<file path="src/rtl/data_sram_ctrl.sv">
// data_sram_ctrl: 32-bit data port onto a 16-bit async SRAM, done as HI then LO halves.
// Optional feature macro DMEM_RDY_EN: each half also waits for sram_rdy_i.
//
// Ports:
//   clk, rst          clock; asynchronous active-low reset
//   mem_ce_i/we_i     access request / write select from the memory-access stage
//   mem_addr_i        byte address, bits [20:2] used
//   mem_sel_i         byte enables, bit 3 = bits [31:24]
//   mem_data_i        write data
//   stall_i           pipeline held elsewhere; keeps DONE
//   mem_data_o        read data
//   stallreq_o        stall request while access in flight
//   sram_addr_o       halfword address
//   sram_data_o/i     SRAM write / read data
//   sram_ce_n_o, sram_oe_n_o, sram_we_n_o, sram_be_n_o  active-low strobes
//   sram_rdy_i        SRAM ready, used only with DMEM_RDY_EN
module data_sram_ctrl #(
    parameter int unsigned WAIT_CYCLES = 1
) (
    input  logic        clk,
    input  logic        rst,
    input  logic        mem_ce_i,
    input  logic        mem_we_i,
    input  logic [31:0] mem_addr_i,
    input  logic [3:0]  mem_sel_i,
    input  logic [31:0] mem_data_i,
    input  logic        stall_i,
    output logic [31:0] mem_data_o,
    output logic        stallreq_o,
    output logic [19:0] sram_addr_o,
    output logic [15:0] sram_data_o,
    input  logic [15:0] sram_data_i,
    output logic        sram_ce_n_o,
    output logic        sram_oe_n_o,
    output logic        sram_we_n_o,
    output logic [1:0]  sram_be_n_o,
    input  logic        sram_rdy_i
);

    typedef enum logic [1:0] {
        IDLE,
        HI,
        LO,
        DONE
    } state_t;

    state_t      state;
    state_t      state_nx;
    logic [18:0] addr_q;
    logic        we_q;
    logic [3:0]  sel_q;
    logic [31:0] data_q;
    logic [2:0]  cnt;
    logic        half_done;
    logic        enter;
    logic [15:0] hi_mask;
    logic [15:0] lo_mask;
    logic        unused_addr;

    assign unused_addr = ^{mem_addr_i[31:21], mem_addr_i[1:0]};

`ifdef DMEM_RDY_EN
    assign half_done = (cnt == 3'd0) && sram_rdy_i;
`else
    logic unused_rdy;
    assign unused_rdy = sram_rdy_i;
    assign half_done  = (cnt == 3'd0);
`endif

    // Entering a half (from IDLE or HI->LO) reloads the wait counter.
    assign enter = ((state_nx == HI) && (state != HI))
                || ((state_nx == LO) && (state != LO));

    assign hi_mask = {{8{sel_q[3]}}, {8{sel_q[2]}}};
    assign lo_mask = {{8{sel_q[1]}}, {8{sel_q[0]}}};

    always_ff @(posedge clk or negedge rst) begin
        if (!rst) begin
            state <= IDLE;
        end else begin
            state <= state_nx;
        end
    end

    always_comb begin
        state_nx = state;
        unique case (state)
            IDLE: begin
                if (mem_ce_i) begin
                    if (|mem_sel_i[3:2]) begin
                        state_nx = HI;
                    end else if (|mem_sel_i[1:0]) begin
                        state_nx = LO;
                    end else begin
                        state_nx = DONE;
                    end
                end
            end
            HI: begin
                if (half_done) begin
                    state_nx = (|sel_q[1:0]) ? LO : DONE;
                end
            end
            LO: begin
                if (half_done) begin
                    state_nx = DONE;
                end
            end
            DONE: begin
                if (!stall_i) begin
                    state_nx = IDLE;
                end
            end
            default: state_nx = IDLE;
        endcase
    end

    always_ff @(posedge clk or negedge rst) begin
        if (!rst) begin
            addr_q     <= '0;
            we_q       <= 1'b0;
            sel_q      <= '0;
            data_q     <= '0;
            cnt        <= '0;
            mem_data_o <= '0;
        end else begin
            if ((state == IDLE) && mem_ce_i) begin
                addr_q     <= mem_addr_i[20:2];
                we_q       <= mem_we_i;
                sel_q      <= mem_sel_i;
                data_q     <= mem_data_i;
                mem_data_o <= '0;
            end
            if (enter) begin
                cnt <= 3'(WAIT_CYCLES);
            end else if (((state == HI) || (state == LO))
                         && (cnt != 3'd0)) begin
                cnt <= cnt - 3'd1;
            end
            if ((state == HI) && half_done && !we_q) begin
                mem_data_o[31:16] <= sram_data_i & hi_mask;
            end
            if ((state == LO) && half_done && !we_q) begin
                mem_data_o[15:0] <= sram_data_i & lo_mask;
            end
        end
    end

    always_comb begin
        sram_addr_o = '0;
        sram_data_o = '0;
        sram_ce_n_o = 1'b1;
        sram_oe_n_o = 1'b1;
        sram_we_n_o = 1'b1;
        sram_be_n_o = 2'b11;
        stallreq_o  = 1'b0;
        unique case (1'b1)
            (state == HI): begin
                sram_addr_o = {addr_q, 1'b0};
                sram_data_o = data_q[31:16];
                sram_be_n_o = ~sel_q[3:2];
                sram_ce_n_o = 1'b0;
                sram_we_n_o = ~we_q;
                sram_oe_n_o = we_q;
                stallreq_o  = 1'b1;
            end
            (state == LO): begin
                sram_addr_o = {addr_q, 1'b1};
                sram_data_o = data_q[15:0];
                sram_be_n_o = ~sel_q[1:0];
                sram_ce_n_o = 1'b0;
                sram_we_n_o = ~we_q;
                sram_oe_n_o = we_q;
                stallreq_o  = 1'b1;
            end
            // Gated by rst so a held request reads as idle in reset.
            (state == IDLE): stallreq_o = rst & mem_ce_i;
            default: ;
        endcase
    end

endmodule
</file>
<file path="config.mk">
export PLATFORM = sky130hd
export DESIGN_NAME = data_sram_ctrl
export DESIGN_NICKNAME = d
export VERILOG_FILES = /design/src/rtl/data_sram_ctrl.sv
export SDC_FILE = /design/constraint.sdc
export NUM_CORES = 1
export LEC_CHECK = 0
export ABC_AREA = 0
export CORE_MARGIN = 5
export CORE_UTILIZATION = 45
export DETAILED_ROUTE_END_ITERATION = 10
export MAX_ROUTING_LAYER = met4
export PLACE_DENSITY_LB_ADDON = 0.12
export SLEW_MARGIN = 5
export SYNTH_ARGS = -nofsm -noshare
export SYNTH_HDL_FRONTEND = slang
export SYNTH_SLANG_ARGS = --single-unit
</file>
<file path="constraint.sdc">
create_clock -name clk -period 3.5 [get_ports clk]
set_clock_uncertainty 0.05 [all_clocks]
set_input_delay 0.7 -clock clk [delete_from_list [all_inputs] [get_ports clk]]
set_output_delay 0.7 -clock clk [all_outputs]
set_load 0.02 [all_outputs]
</file>
==> metrics.txt <==
first-pass GRT wire length 16.4 mm; Root Buffer clkbuf_8; vias in the first global route 3217; actual slew at the worst max-slew pin 664 ps; postcts setup bufs 0; final setup violation count 0; NetSw 0.00205 W; DR iter-0 viols 76; most frequent cells in the layout 148 x clkdlybuf4s50_1, 93 x dfrtp_1, 56 x mux2_2; Slew Viols, Final 0; Global Route Usage Sum 0.190; max_slew headroom 0.558; Core Region 0.00872 mm2; post-synthesis mux area share 0.157; switch share 0.388; Final GP Congestion 0.825; Top delay family on crit path buffers and inverters; post_cts resized 0; Internal 0.00322 W; Leak Pwr 2.48 nW; syn_area_per_cell 12.9 um2; Final nets 559; CTS tree yes; chip width 104 um; IO Pins 164; Synth Area in Simple Gates 0.0835; DRC 0; die height 104 um; Startpoint Class flip-flop; maxcap violations 0; setup TNS 0 ps; post-synthesis net count 409; CTS hold repair buffers 0; Mapped Area 0.00402 mm2; xor and xnor area share after synthesis 0.00218; worst hold path class input port to async pin; die area 0.0109 mm2; slowest CP cell clkdlybuf4s50_1; largest net degree at the start of global routing 57; crit path buf inv count 4; Gate power share 0.536; most common cell after layout, fill and taps aside clkdlybuf4s50_1; PD cells 905 mW/mm2; Distinct cells, synth 29; FF+latch count, synth 93; std cell rows 34; Yosys top cell area share 0.579; FMAX 303 MHz; initial antenna violation count 0; Port Buffers 149; worst stage delay on the critical path 630 ps; worst-path cell chain inv_1 > ha_1 > clkinv_1 > nor2_1 > buf_4 > and2_1 > clkdlybuf4s50_1; Yosys warning total 0; dpl cell area 0.00564 mm2; Worst EP required 2750 ps; GRT overflow 0; Vias/cell 5.26; synth top area cells dfrtp_1 58%, mux2_2 16%, a22o_1 7.0%; 1st-pass router iterations 4; Avg WL per Cell 17.6 um; Finished Core Util 0.667; Sequential Power Share 0.337; clock latency on the worst-skew pair 350 ps; RSZ-0062 raised after global routing false; total power 0.00527 W; register area share after synthesis 0.579; Period minus WS final 3300 ps; run status finished, final reports clean; Clock Sink Count 93; top cell type by total area after synthesis dfrtp_1; largest family of logic cells by synthesized area multiplexers; Syn Inst Count 312; via count 3024; hpwl dp 7.44 mm; # diodes 0; Finished Cell Area 0.00582 mm2; Arr. time, crit path 2550 ps; adder-cell share of the synthesized area 0.0218; # H-tree levels 3; CTS Buf Count 9; Clk pwr share 0.127; clock slew at reported path FFs 100 ps; Initial Utilization 0.461; Synth Area in Compound Gates 0.129; Setup CP Type flip-flop to primary output; clock tree buffer depth 2; period utilization 0.944; Hold Vio Cnt, Final 0; layout cells sized above 1 0.184; WL final 10.1 mm; Antenna Nets Post-Route 0; CP endpoint kind primary output; Max VDD drop 0.407 mV; Area Growth Syn to Fin 44.9%; CP Max Fanout 19
logic make-up (layout without fill, tap and decap cells):
kind of cell | after synthesis | in the layout
fa+ha+maj | 7 | 7
compound gates | 65 | 65
buf+inv | 26 | 181
simple gates | 64 | 64
flops | 93 | 93
xor+xnor | 1 | 1
mux | 56 | 56
metal layers:
layer | share of wire | track usage | up-vias
li1 | - | - | 1424
met1 | 0.45 | 0.248 | 1469
met2 | 0.47 | 0.285 | 113
met3 | 0.065 | 0.0509 | 18
met4 | 0.019 | 0.0712 | 0
met5 | 0 | - | -
synth_stat cells:
master	number
a21oi_1	7
a221o_1	1
a22o_1	32
a22oi_1	16
a31oi_1	4
and2_1	23
buf_1	1
buf_2	7
buf_4	1
clkbuf_1	10
clkinv_1	1
dfrtp_1	93
ha_1	7
inv_1	6
mux2_2	56
nand2_1	6
nand2b_1	2
nand2b_4	1
nand3_1	1
nand4_1	1
nor2_1	22
nor3_1	4
nor4_1	2
nor4b_1	1
o2111a_2	1
o21ai_2	1
o221ai_1	3
or4_1	1
xnor2_1	1
power groups by stage:
stage / Sequential (W) / Combinational [W] / Clock (W)
floorplan: 0.00185 / 0.00158 / 0
global placement: 0.00177 / 0.00282 / 0
detailed placement: 0.00180 / 0.00286 / 0
CTS: 0.00178 / 0.00287 / 0.000689
global route: 0.00183 / 0.00305 / 0.000723
finish: 0.00177 / 0.00282 / 0.000668
state kept, by name, summed over array words and instances, names as in the netlist:
register    flops
sel_q           4
data_q         32
cnt             3
addr_q         19
state           2
we_q            1
mem_data_o     32
final timing paths:
check	startpoint	to	slack (ps)	cells past startpoint
max reg2reg	state[0]	cnt[0]	1240	6
min reg2reg	addr_q[13]	addr_q[13]	450	1
min	rst	mem_data_o[1]	370	2
min in group clk	addr_q[13]	addr_q[13]	450	1
max in group asynchronous	rst	addr_q[5]	1980	3
max	state[0]	sram_addr_o[3]	200	7
worst reg2reg max path, stage by stage (launching register included):
cell and delay (ps):
dfrtp_1 430, inv_1 170, ha_1 330, a31oi_1 70, a221o_1 390, o2111a_2 170, or4_1 520
layout make-up:
| class | instances | area (um2) |
|---|---|---|
| repair buffers | 158 | 1570 |
| clock buffers | 9 | 124 |
| flip-flops and latches | 93 | 2330 |
| multi-input cells | 193 | 1580 |
| well taps | 108 | 135 |
| inverters | 7 | 26.3 |
| clock inverters | 7 | 56.3 |
| fillers | 686 | 2900 |
per-stage QoR:
stage	instances	worst slack, ps	hold WS (ps)
global placement	559	501	429
floorplan	312	889	354
CTS	575	158	384
global route	575	9.33	421
finish	575	196	371
detailed placement	559	465	435
Note: power is estimated with default switching activity, not from simulation.
